[src/rtl/cpu_pkg.sv]
`default_nettype none
// ============================================================================
// Module      : cpu_pkg
// Description : Write-back select codes shared by the pipeline stage selectors
// Revision    : 1.0 - initial release
// ============================================================================
package cpu_pkg;

    localparam int SEL_ALU       = 0;
    localparam int SEL_MEM       = 1;
    localparam int SEL_PC8       = 2;
    localparam int SEL_HILO      = 3;
    localparam int SEL_CP0       = 4;
    localparam int SEL_NUM_LEGAL = 5;

endpackage
`default_nettype wire

[src/rtl/sel_mux.sv]
`default_nettype none
// ============================================================================
// Module      : sel_mux
// Description : N-way selector; undefined codes give zero and flag illegal
// Revision    : 1.0 - initial release
// ============================================================================
module sel_mux #(
    parameter int WIDTH     = 32,
    parameter int NUM_IN    = 8,
    parameter int NUM_LEGAL = 5,
    parameter int SEL_W     = (NUM_IN > 1) ? $clog2(NUM_IN) : 1
) (
    input  logic [NUM_IN*WIDTH-1:0] i_data,
    input  logic [SEL_W-1:0]        i_sel,
    output logic [WIDTH-1:0]        o_data,
    output logic                    o_illegal
);

    // A code is legal only if it names an existing port below NUM_LEGAL.
    always_comb begin
        o_data    = '0;
        o_illegal = 1'b1;
        for (int k = 0; k < NUM_IN; k++) begin
            if ((k < NUM_LEGAL) && (i_sel == SEL_W'(k))) begin
                o_data    = i_data[k*WIDTH +: WIDTH];
                o_illegal = 1'b0;
            end
        end
    end

endmodule
`default_nettype wire

[src/rtl/stage_sel_reg.sv]
`default_nettype none
// ============================================================================
// Module      : stage_sel_reg
// Description : Result selector fused with a stall/flush pipeline register
// Revision    : 1.0 - initial release
// ============================================================================
module stage_sel_reg
    import cpu_pkg::*;
#(
    parameter int WIDTH     = 32,
    parameter int NUM_IN    = 8,
    parameter int NUM_LEGAL = SEL_NUM_LEGAL,
    parameter int CNT_W     = 8,
    parameter int SEL_W     = (NUM_IN > 1) ? $clog2(NUM_IN) : 1
) (
    input  logic                    clk,
    input  logic                    reset,
    input  logic [NUM_IN*WIDTH-1:0] in_data,
    input  logic [SEL_W-1:0]        sel,
    input  logic                    in_valid,
    input  logic                    stall,
    input  logic                    flush,
    input  logic                    clr_err,
    output logic [WIDTH-1:0]        out_data,
    output logic                    out_valid,
    output logic [SEL_W-1:0]        out_sel,
    output logic                    err_sticky,
    output logic [CNT_W-1:0]        err_count
);

    localparam logic [CNT_W-1:0] c_cnt_max = {CNT_W{1'b1}};

    logic [WIDTH-1:0] w_sel_data;
    logic             w_illegal;
    logic             w_load;
    logic             w_accept;

    logic [WIDTH-1:0] r_data;
    logic             r_valid;
    logic [SEL_W-1:0] r_sel;
    logic             r_sticky;
    logic [CNT_W-1:0] r_count;

    sel_mux #(
        .WIDTH     (WIDTH),
        .NUM_IN    (NUM_IN),
        .NUM_LEGAL (NUM_LEGAL),
        .SEL_W     (SEL_W)
    ) u_sel_mux (
        .i_data    (in_data),
        .i_sel     (sel),
        .o_data    (w_sel_data),
        .o_illegal (w_illegal)
    );

    assign w_load   = !flush && !stall;
    assign w_accept = w_load && in_valid && w_illegal;

    always_ff @(posedge clk or posedge reset) begin
        if (reset) begin
            r_data  <= '0;
            r_valid <= 1'b0;
            r_sel   <= '0;
        end else if (flush) begin
            r_data  <= '0;
            r_valid <= 1'b0;
            r_sel   <= '0;
        end else if (!stall) begin
            r_data  <= w_sel_data;
            r_valid <= in_valid;
            r_sel   <= sel;
        end
    end

    // A new illegal event outranks a simultaneous clear, restarting the count at 1.
    always_ff @(posedge clk or posedge reset) begin
        if (reset) begin
            r_sticky <= 1'b0;
            r_count  <= '0;
        end else if (w_accept) begin
            r_sticky <= 1'b1;
            if (clr_err)
                r_count <= CNT_W'(1);
            else if (r_count != c_cnt_max)
                r_count <= r_count + CNT_W'(1);
        end else if (clr_err) begin
            r_sticky <= 1'b0;
            r_count  <= '0;
        end
    end

    assign out_data   = r_data;
    assign out_valid  = r_valid;
    assign out_sel    = r_sel;
    assign err_sticky = r_sticky;
    assign err_count  = r_count;

endmodule
`default_nettype wire

[config.mk]
export PLATFORM = sky130hd
export DESIGN_NAME = stage_sel_reg
export DESIGN_NICKNAME = d
export VERILOG_FILES = /design/src/rtl/cpu_pkg.sv /design/src/rtl/sel_mux.sv /design/src/rtl/stage_sel_reg.sv
export SDC_FILE = /design/constraint.sdc
export NUM_CORES = 1
export LEC_CHECK = 0
export CORE_AREA = 2 2 121 123
export DETAILED_ROUTE_END_ITERATION = 10
export DIE_AREA = 0 0 123 125
export PLACE_DENSITY_LB_ADDON = 0.25
export SYNTH_ARGS = -nofsm -noshare
export SYNTH_HDL_FRONTEND = slang
export SYNTH_SLANG_ARGS = --single-unit
[constraint.sdc]
create_clock -name clk -period 1.7 [get_ports clk]
set_input_delay 0.34 -clock clk [delete_from_list [all_inputs] [get_ports clk]]
set_output_delay 0.34 -clock clk [all_outputs]
set_load 0.01 [all_outputs]
==> results by group <==
Clock network
  – CTS max path bufs: 2
  – CTS sink cnt: 45
  – CTS tree: built
  – CTS Buf Count: 5
  – Worst-path clk slew: 0.06 ns
  – Htree depth: 2
  – Worst skew pair latency: 0.28 ns
  – Clk Tree Root Cell: clkbuf_16
  – Hold-fix buffers, CTS: 0
  – Post-CTS Setup Bufs: 0

GRT
  – Initial antenna violation count: 0
  – Global-route wire length before repair: 17500 um
  – Vias in the first global route: 3479
  – Total GRT Usage: 0.146
  – Grt ovf: 0
  – Largest net degree at the start of global routing: 69

Logic synthesis
  – Synth Area in Adders: 0.00421
  – Xor and xnor fraction of the mapped netlist area: 0
  – Synthesized area: 2970 um^2
  – Post-synthesis sequential area ratio: 0.379
  – Largest family of logic cells by synthesized area: multiplexers
  – Synth Area in Compound Gates: 0.133
  – Syn. warnings: 0
  – Unique masters post-synth: 34
  – Synth Area in Simple Gates: 0.187
  – Multiplexer share of the synthesized area: 0.249
  – Flops & latches, synth: 45
  – Syn Area/Cell: 11.4 um^2
  – Syn Nets: 527
  – Cells after Synth: 261

STA
  – Max Slew Vio Count: 0
  – Worst Tran Pin Value: 0.658 ns
  – Count of final setup violators: 0
  – F_max: 606 MHz
  – Final min period: 1.65 ns
  – Fin. Hold Viols: 0
  – Clock skew: 0.000626 ns
  – Fin crit share: 0.971
  – RSZ-0062 raised after global routing: no
  – Max-slew headroom: 0.561

Die
  – Initial Util: 0.209
  – Die area: 15400 um^2
  – Die H: 125 um
  – # IOs: 310
  – Die X: 123 um
  – Placement row count: 44
  – Core area: 14200 um^2

Placed design
  – Hpwl dp: 8500 um
  – Placer Congestion: 0.841
  – Port Buf Inserts: 213
  – Area post-placement: 5480 um^2

Setup path
  – Cell family contributing the most delay on the critical path: buffers and inverters
  – FF-to-FF End: err_count[4]$_DFFE_PP0P_
  – FF-to-FF path depth: 5
  – Data required, critical path: 1.36 ns
  – Crit-path cells: buf_4 -> clkdlybuf4s50_1
  – CP endpoint kind: primary output
  – CP max FO: 5
  – R2R setup slack: 0.16 ns
  – Buf/Inv on CP: 2
  – Worst R2R Start: err_count[0]$_DFFE_PP0P_
  – Critical Path AT: 1.31 ns
  – Kind of critical path: reg -> out
  – Slowest CP cell: clkdlybuf4s50_1
  – Crit path largest cell delay: 0.53 ns
  – CP Launch Type: flip-flop

Layout
  – Final core utilization: 0.399
  – Layout Area Growth over Synthesis: 90.7%
  – Fin area: 5670 um^2
  – Commonest non-fill, non-tap cell in the layout: clkdlybuf4s50_1
  – Fin nets: 745
  – Filler cell count: 1407
  – Diodes inserted: 0
  – Ratio of cells with drive above 1 in the final layout: 0.171
  – Most frequent cells in the layout: clkdlybuf4s50_1 (207), dfrtp_1 (44), nor3_1 (34), nor2b_1 (32), mux4_2 (31)

Min path
  – Hold WC Path Type: in -> async

Power
  – Worst VDD drop: 333 uV
  – Static Leakage: 2.16 nW
  – Power density cells: 569 nW/um^2

Drt
  – Antenna Nets Post-Route: 0
  – Iter 0 DRT Violations: 142
  – Drc violations: 0
  – Via density: 4.71
  – Detail Route met3 WL: 1030 um
  – Vias: 3125
  – Top layer in use: met4
  – DRT met1 WL: 4260 um
  – DR pass1 iterations: 4
  – Met2 WL post-DR: 5540 um
  – Routed Wire Length: 11000 um
  – Drt wl/cell: 16.5 um

Status
  – Run status: completed

Job
  – Number of max-cap violations: 0
==> per-layer routing <==
metal  vias to the layer above  global-route usage
met4                         0              0.0321
met2                       144               0.257
li1                       1475                   -
met1                      1499               0.172
met5                         -                   0
met3                         7              0.0465
==> sequential cells by signal (all words and copies together) (netlist names) <==
name	cells
err_count	8
err_sticky	1
out_data	32
out_sel	3
out_valid	1
==> Yosys cell counts (all sizes together) <==
| master | number | area, um^2 |
|---|---|---|
| a211o | 1 | 8.76 |
| a211oi | 1 | 7.51 |
| a21oi | 9 | 45.0 |
| a221oi | 31 | 272 |
| a311o | 1 | 10.0 |
| a31oi | 1 | 6.26 |
| and3 | 1 | 6.26 |
| and4 | 1 | 8.76 |
| buf | 11 | 67.6 |
| clkbuf | 16 | 60.1 |
| dfrtp | 45 | 1130 |
| ha | 1 | 12.5 |
| inv | 4 | 15.0 |
| mux2 | 1 | 11.3 |
| mux2i | 3 | 30.0 |
| mux4 | 31 | 698 |
| nand2 | 3 | 11.3 |
| nand2b | 3 | 26.3 |
| nand3 | 7 | 35.0 |
| nand4 | 1 | 6.26 |
| nor2 | 8 | 30.0 |
| nor2b | 32 | 200 |
| nor3 | 34 | 170 |
| nor3b | 2 | 15.0 |
| o21ai | 3 | 15.0 |
| o31ai | 3 | 22.5 |
| o41ai | 1 | 8.76 |
| or2 | 1 | 6.26 |
| or3 | 1 | 11.3 |
| or4 | 4 | 30.0 |
==> where the power goes <==
| group | internal [mW] | switching, mW | total [mW] |
|---|---|---|---|
| Combinational | 0.684 | 0.340 | 1.02 |
| Sequential | 1.13 | 0.0351 | 1.17 |
| Clock | 0.623 | 0.411 | 1.03 |
==> through the flow <==
step / setup WS, ns / hold slack, ns / setup TNS, ns / cells / power, mW
after floorplan: -0.0211 / 0.493 / -0.0211 / 261 / 1.57
after global placement: -0.370 / 0.508 / -9.78 / 656 / 2.21
after detailed placement: -0.354 / 0.520 / -10.00 / 656 / 2.22
after CTS: 0.00926 / 0.407 / 0 / 664 / 3.28
after global routing: 0.00374 / 0.416 / 0 / 664 / 3.41
final: 0.0486 / 0.400 / 0 / 664 / 3.22
==> area by class of cell <==
cell class	instances	area, um^2	area share
Sequential cell	45	1130	0.199
Inverter	4	15.0	0.00265
Clock buffer	7	153	0.0269
Tap cell	184	230	0.0406
Clock inverter	1	5.00	0.000883
Multi-Input combinational cell	185	1740	0.307
Timing Repair Buffer	238	2400	0.423
==> worst max path at each step <==
stage          slack [ns]                     start                       end  depth (start not counted)
3_3_place_gp        -0.37                    sel[2]  out_data[11]$_DFFE_PP0P_                          7
2_1_floorplan       -0.02                     flush  err_count[3]$_DFFE_PP0P_                          6
4_1_cts             0.009                  in_valid  err_count[5]$_DFFE_PP0P_                          5
3_5_place_dp        -0.35                    sel[2]  out_data[11]$_DFFE_PP0P_                          7
6_report             0.05  err_count[0]$_DFFE_PP0P_              err_count[0]                          2
5_1_grt             0.004  err_count[0]$_DFFE_PP0P_              err_count[0]                          2
==> kinds of logic after synthesis <==
| logic type | Yosys count |
|---|---|
| AOI/OAI and AO/OA | 51 |
| adders and majority gates | 1 |
| buffers and inverters | 31 |
| DFF | 45 |
| muxes | 35 |
| and+or+nand+nor | 98 |
==> worst register-to-register path, cell delays in order, from the launching register on <==
cell	delay, ns
dfrtp_1	0.39
ha_1	0.24
nand3_1	0.12
nor2_2	0.09
or4_1	0.48
a21oi_1	0.13
==> timing repair <==
item | 4_1_cts | 5_1_grt
pin swaps | 1 | 1
setup endpoints to repair | 8 | 4
gates resized for setup | 3 | 7
Power figures use the tool's default switching activity.
